--- config.mk ---
export PLATFORM = sky130hd
export DESIGN_NAME = apb_cmd_sequencer
export DESIGN_NICKNAME = d
export VERILOG_FILES = /design/src/rtl/apb_cmd_sequencer.sv
export SDC_FILE = /design/constraint.sdc
export NUM_CORES = 1
export LEC_CHECK = 0
export CAP_MARGIN = 20
export CORE_ASPECT_RATIO = 1.4
export CORE_MARGIN = 2
export CORE_UTILIZATION = 40
export DETAILED_ROUTE_END_ITERATION = 6
export PLACE_DENSITY_LB_ADDON = 0.1
export SETUP_SLACK_MARGIN = 0.4
export SLEW_MARGIN = 20
export SYNTH_ARGS = -nofsm -noshare
export SYNTH_HDL_FRONTEND = slang
export SYNTH_SLANG_ARGS = --single-unit
--- constraint.sdc ---
create_clock -name clk_i -period 3.6 [get_ports clk_i]
set_input_delay 0.54 -clock clk_i [delete_from_list [all_inputs] [get_ports clk_i]]
set_output_delay 0.54 -clock clk_i [all_outputs]
set_load 0.01 [all_outputs]
--- src/rtl/apb_cmd_sequencer.sv ---
// ---------------------------------------------------------------------------
// apb_cmd_sequencer
//
// Purpose:
//   Command stage in front of the APB bridge. Host read/write commands are
//   queued in a small FIFO and issued one at a time on the bridge's
//   transfer/write_read/addr/wdata inputs. The APB bus is monitored for
//   completion (PSEL & PENABLE & PREADY) or a timeout. Exactly one response
//   pulse is returned per command, in command order.
//
// Ports:
//   clk_i, reset_i          clock, asynchronous active-high reset
//   cmd_valid_i/cmd_ready_o host command handshake (push = valid & ready)
//   cmd_write_i             1 = write, 0 = read
//   cmd_addr_i, cmd_wdata_i command address / write data
//   rsp_valid_o             one-cycle pulse per completed command
//   rsp_rdata_o, rsp_err_o  read data (0 for writes/timeouts), error flag
//   level_o                 FIFO occupancy
//   busy_o                  sequencer FSM not idle
//   transfer_o, write_read_o, addr_o, wdata_o   request to the bridge
//   rdata_i                 read result from the bridge
//   psel_i, penable_i, pready_i, pslverr_i      APB bus monitor taps
// ---------------------------------------------------------------------------
module apb_cmd_sequencer #(
   parameter int DEPTH   = 4,
   parameter int AW      = 32,
   parameter int DW      = 32,
   parameter int TIMEOUT = 16
) (
   input  logic                      clk_i,
   input  logic                      reset_i,
   input  logic                      cmd_valid_i,
   output logic                      cmd_ready_o,
   input  logic                      cmd_write_i,
   input  logic [AW-1:0]             cmd_addr_i,
   input  logic [DW-1:0]             cmd_wdata_i,
   output logic                      rsp_valid_o,
   output logic [DW-1:0]             rsp_rdata_o,
   output logic                      rsp_err_o,
   output logic [$clog2(DEPTH):0]    level_o,
   output logic                      busy_o,
   output logic                      transfer_o,
   output logic                      write_read_o,
   output logic [AW-1:0]             addr_o,
   output logic [DW-1:0]             wdata_o,
   input  logic [DW-1:0]             rdata_i,
   input  logic                      psel_i,
   input  logic                      penable_i,
   input  logic                      pready_i,
   input  logic                      pslverr_i
);

   localparam int PW = $clog2(DEPTH);
   localparam int LW = PW + 1;
   localparam int CW = $clog2(TIMEOUT);
   localparam int EW = 1 + AW + DW;

   typedef enum logic [1:0] {
      S_IDLE,
      S_ISSUE,
      S_WAIT,
      S_DONE
   } state_t;

   // ------------------------------------------------------------------
   // Command FIFO
   // ------------------------------------------------------------------
   logic [EW-1:0] mem_q [DEPTH];
   logic [PW-1:0] wr_ptr_q, rd_ptr_q;
   logic [LW-1:0] level_q, level_d;
   logic          cmd_ready_q;
   logic          push, pop;

   state_t        state_q, state_d;

   assign push = cmd_valid_i & cmd_ready_q;
   // The head entry is retired only as the FSM leaves DONE.
   assign pop  = (state_q == S_DONE);

   always_comb begin
      level_d = level_q;
      case ({push, pop})
         2'b10:   level_d = level_q + LW'(1);
         2'b01:   level_d = level_q - LW'(1);
         default: level_d = level_q;
      endcase
   end

   // Storage has no reset: pointer reset is what discards queued commands.
   always_ff @(posedge clk_i) begin
      if (push) begin
         mem_q[wr_ptr_q] <= {cmd_write_i, cmd_addr_i, cmd_wdata_i};
      end
   end

   // DEPTH is a power of two, so the pointers wrap naturally.
   always_ff @(posedge clk_i or posedge reset_i) begin
      if (reset_i) begin
         wr_ptr_q    <= '0;
         rd_ptr_q    <= '0;
         level_q     <= '0;
         cmd_ready_q <= 1'b1;
      end else begin
         if (push) wr_ptr_q <= wr_ptr_q + PW'(1);
         if (pop)  rd_ptr_q <= rd_ptr_q + PW'(1);
         level_q     <= level_d;
         // Registered copy of (level != DEPTH), computed from next level.
         cmd_ready_q <= (level_d != LW'(DEPTH));
      end
   end

   // ------------------------------------------------------------------
   // Sequencer FSM
   // ------------------------------------------------------------------
   logic          transfer_q, transfer_d;
   logic          write_read_q, write_read_d;
   logic [AW-1:0] addr_q, addr_d;
   logic [DW-1:0] wdata_q, wdata_d;
   logic          rsp_valid_q, rsp_valid_d;
   logic [DW-1:0] rsp_rdata_q, rsp_rdata_d;
   logic          rsp_err_q, rsp_err_d;
   logic [CW-1:0] cnt_q, cnt_d;
   logic          timeout;
   logic          apb_done;

   assign timeout  = (cnt_q == CW'(TIMEOUT - 1));
   assign apb_done = psel_i & penable_i & pready_i;

   always_comb begin
      state_d      = state_q;
      transfer_d   = transfer_q;
      write_read_d = write_read_q;
      addr_d       = addr_q;
      wdata_d      = wdata_q;
      rsp_valid_d  = 1'b0;
      rsp_rdata_d  = rsp_rdata_q;
      rsp_err_d    = rsp_err_q;
      cnt_d        = cnt_q;

      case (state_q)
         S_IDLE: begin
            if (level_q != '0) begin
               state_d = S_ISSUE;
               {write_read_d, addr_d, wdata_d} = mem_q[rd_ptr_q];
               transfer_d = 1'b1;
               cnt_d      = '0;
            end
         end

         S_ISSUE: begin
            cnt_d = cnt_q + CW'(1);
            // Timeout wins over a late PSEL: no completion has been seen.
            if (timeout) begin
               state_d     = S_DONE;
               transfer_d  = 1'b0;
               rsp_valid_d = 1'b1;
               rsp_err_d   = 1'b1;
               rsp_rdata_d = '0;
            end else if (psel_i) begin
               state_d    = S_WAIT;
               transfer_d = 1'b0;
            end
         end

         S_WAIT: begin
            cnt_d = cnt_q + CW'(1);
            // A completion in the last allowed cycle still counts as success.
            if (apb_done) begin
               state_d     = S_DONE;
               rsp_valid_d = 1'b1;
               rsp_err_d   = pslverr_i;
               rsp_rdata_d = write_read_q ? '0 : rdata_i;
            end else if (timeout) begin
               state_d     = S_DONE;
               transfer_d  = 1'b0;
               rsp_valid_d = 1'b1;
               rsp_err_d   = 1'b1;
               rsp_rdata_d = '0;
            end
         end

         S_DONE: begin
            state_d = S_IDLE;
         end

         default: begin
            state_d = S_IDLE;
         end
      endcase
   end

   always_ff @(posedge clk_i or posedge reset_i) begin
      if (reset_i) begin
         state_q      <= S_IDLE;
         transfer_q   <= 1'b0;
         write_read_q <= 1'b0;
         addr_q       <= '0;
         wdata_q      <= '0;
         rsp_valid_q  <= 1'b0;
         rsp_rdata_q  <= '0;
         rsp_err_q    <= 1'b0;
         cnt_q        <= '0;
      end else begin
         state_q      <= state_d;
         transfer_q   <= transfer_d;
         write_read_q <= write_read_d;
         addr_q       <= addr_d;
         wdata_q      <= wdata_d;
         rsp_valid_q  <= rsp_valid_d;
         rsp_rdata_q  <= rsp_rdata_d;
         rsp_err_q    <= rsp_err_d;
         cnt_q        <= cnt_d;
      end
   end

   assign cmd_ready_o  = cmd_ready_q;
   assign level_o      = level_q;
   assign busy_o       = (state_q != S_IDLE);
   assign transfer_o   = transfer_q;
   assign write_read_o = write_read_q;
   assign addr_o       = addr_q;
   assign wdata_o      = wdata_q;
   assign rsp_valid_o  = rsp_valid_q;
   assign rsp_rdata_o  = rsp_rdata_q;
   assign rsp_err_o    = rsp_err_q;

endmodule
==> summary.txt <==
Slowest cell on crit path: clkdlybuf4s50_1
First-pass GRT wire length: 45300 um
Largest family of logic cells by synthesized area: multiplexers
Worst hold slack: 0.496 ns
Mapped Nets: 768
Grt total ovfl: 0
Multi-input logic area: 3070 um^2
Skew-Pair Late Insertion Delay: 0.53 ns
Final estimated routing congestion in global placement: 0.811
P_int: 10.9 mW
CP Launch Type: flop
Relative slew slack: 0.286
Mapped Area: 13900 um^2
Compound-Gate Fraction of Synth Area: 0.0298
Initial DRC count: 390
Drt drc: 0
VDD IR max: 0.000471 V
Final #Nets: 995
I/O pin cnt: 209
Critical path data arrival time: 1.90 ns
Wire per inst: 21.5 um
Core Area: 34200 um^2
Dpl hpwl: 17900 um
Clock power frac: 0.247
Switching Share: 0.286
Post-synthesis xor/xnor area fraction: 0.00378
Vias in the first global route: 7766
Static leakage: 6.30 nW
Storage cell area: 10700 um^2
Length of the first detailed-routing pass in iterations: 4
CP cell instances: inv_1 -> ha_1 -> inv_1 -> clkdlybuf4s50_1
Antenna violations before repair: 2
Num rows: 80
Die Span Y: 225 um
Layout cells sized above 1: 0.234
Placed Cells: 1291
Post-synth EDFFs: 260
Setup TNS: 0 ns
Area contributors post-synth: edfxtp_1, dfrtp_1, mux4_2
Vias: 7031
HP Class: reg2reg
Post-synth top area share: 0.561
Final non-filler cell total: 1358
Total track usage: 0.164
Worst Setup End Kind: output pin
Clk buf depth: 3
Synth Flop Type: edfxtp_1
RSZ-0062 raised after global routing: false
Starting Density: 0.407
Post-layout minimum cycle time: 2.44 ns
Worst Max-Slew Pin Slew: 1.07 ns
Seq pwr share: 0.441
Fill cells: 2770
Post_cts resized: 0
Num CTS Buffers: 37
Yosys top cell by area: edfxtp_1
Fin crit share: 0.677
Hold_buf cts: 0
Post-synthesis mux area share: 0.160
PortBufs: 208
Mean Syn Cell Area: 21.3 um^2
Status: completed
Final setup violation count: 0
CP peak stage delay: 0.53 ns
Post-synthesis simple-gate area fraction: 0.0128
Root buf cell: clkbuf_16
CTS tree: yes
Crit path top cell by count: inv_1
Fmax achieved: 0.410 GHz
Final Hold Vio Count: 0
Largest net degree at the start of global routing: 67
Post-Route WL: 29300 um
Max H-tree Level: 2
Ant. Diodes: 0
Clk_skew: 0.0132 ns
Max-slew violation count: 0
Vias per inst: 5.18
Sequential share of the synthesized area: 0.766
R2R cell count: 3
Clk sinks: 374
Synth warn: 0
Fraction of registers with async set/reset: 0.305
Setup Crit Path Kind: reg2out
Mapped Cells: 652
PD cells: 855 nW/um^2
Critical path peak fanout: 4
Die area: 36300 um^2
Clock transition at path regs: 0.06 ns
Die Span X: 162 um
Post-CTS setup buffer count: 0
ANT nets after route: 0
Synth cell types: 35
Synthesized flop and latch total: 374
Max-cap violations: 0
Hold path cells: 1
Sw power: 4.36 mW
Final core occ: 0.521
Tot Pwr: 15.2 mW
Area Growth Syn to Fin: 28.0%
WP data required: 3.06 ns
Post-Synth Adder-Cell Area: 0.0113
Comb power frac: 0.312
[cell usage in the layout, fill, tap and decap left out, drive strengths merged, types with 2 or more instances in the layout]
cell           count
edfxtp           260
clkdlybuf4s50    208
dfrtp            113
mux2              67
mux4              65
clkbuf            46
a32o              32
clkinv            14
buf               13
inv               12
nand2             11
ha                11
o21ai              7
nor2               5
nand3              5
and3               5
clkinvlp           4
nor2b              3
xnor2              3
xor2               3
a21oi              3
and2               2
bufinv             2
o31ai              2
[stage by stage]
step                      cell area, um^2  setup slack, ns
after floorplan                     13900            0.980
after global placement              16600             1.14
after detailed placement            16600             1.13
after CTS                           17800             1.12
after global routing                17800             1.06
final                               17800             1.16
[cells in the mapped netlist (2+ instances only)]
cell      instances
edfxtp_1        260
dfrtp_1         113
mux2_2           67
mux4_2           65
a32o_1           32
buf_2            14
ha_1             11
inv_1            11
nand2_1          11
clkbuf_1         10
o21ai_0           6
and3_1            5
nand3_1           5
nor2_1            5
buf_1             4
buf_6             4
a21oi_1           3
nor2b_1           3
xnor2_1           3
xor2_1            3
and2_1            2
o31ai_1           2
[per-layer routing]
metal / GRT usage / wire length [um] / up-vias
met1: 0.196 / 11700 / 3705
li1: - / - / 3085
met4: 0.0425 / 514 / 4
met3: 0.0371 / 1570 / 37
met2: 0.298 / 15500 / 200
met5: 0 / 33 / -
[power by group through the flow]
stage | Clock (mW) | Combinational (mW) | Sequential [mW]
after detailed placement | 0 | 4.85 | 6.85
after CTS | 3.89 | 4.87 | 6.77
final | 3.76 | 4.76 | 6.72
after floorplan | 0 | 2.74 | 6.68
after global routing | 4.05 | 5.13 | 6.89
after global placement | 0 | 4.79 | 6.78
[state kept, by name, summed over array words and instances (netlist names), 3 cells and up]
| name | cells |
|---|---|
| level_o | 3 |
| mem_q | 260 |
| addr_o | 32 |
| wdata_o | 32 |
| cnt_q | 4 |
| rsp_rdata_o | 32 |
[kinds of logic after synthesis]
kind of cell               Yosys count
AOI/OAI and AO/OA                   48
xor gates and xnor gates             6
adders and majority gates           12
buffers and inverters               44
DFF                                374
muxes                              133
and+or+nand+nor                     35
[final timing paths]
| path | slack [ns] | from | to |
|---|---|---|---|
| max | 1.16 | state_q[0] | busy_o |
| min | 0.50 | rsp_rdata_o[6] | rsp_rdata_o[6] |
| max reg2reg | 1.40 | rd_ptr_q[0] | wdata_o[0] |
| min reg2reg | 0.50 | rsp_rdata_o[6] | rsp_rdata_o[6] |
| max in group asynchronous | 2.34 | reset_i | addr_o[11] |
| min in group asynchronous | 0.53 | reset_i | rsp_rdata_o[18] |
[final cells by class]
cell class | count | area share
clock buffer | 46 | 0.0574
clock inverter | 21 | 0.00955
inverter | 11 | 0.00253
multi-input combinational | 234 | 0.172
sequential | 374 | 0.599
tap | 451 | 0.0317
timing repair buffer | 221 | 0.128
[critical path: cells and delay by family, from the launching register on]
family	cells	cell delay [ns]
flops	1	0.40
fa+ha+maj	1	0.27
buf+inv	3	0.71
(Power assumes the default switching activity.)
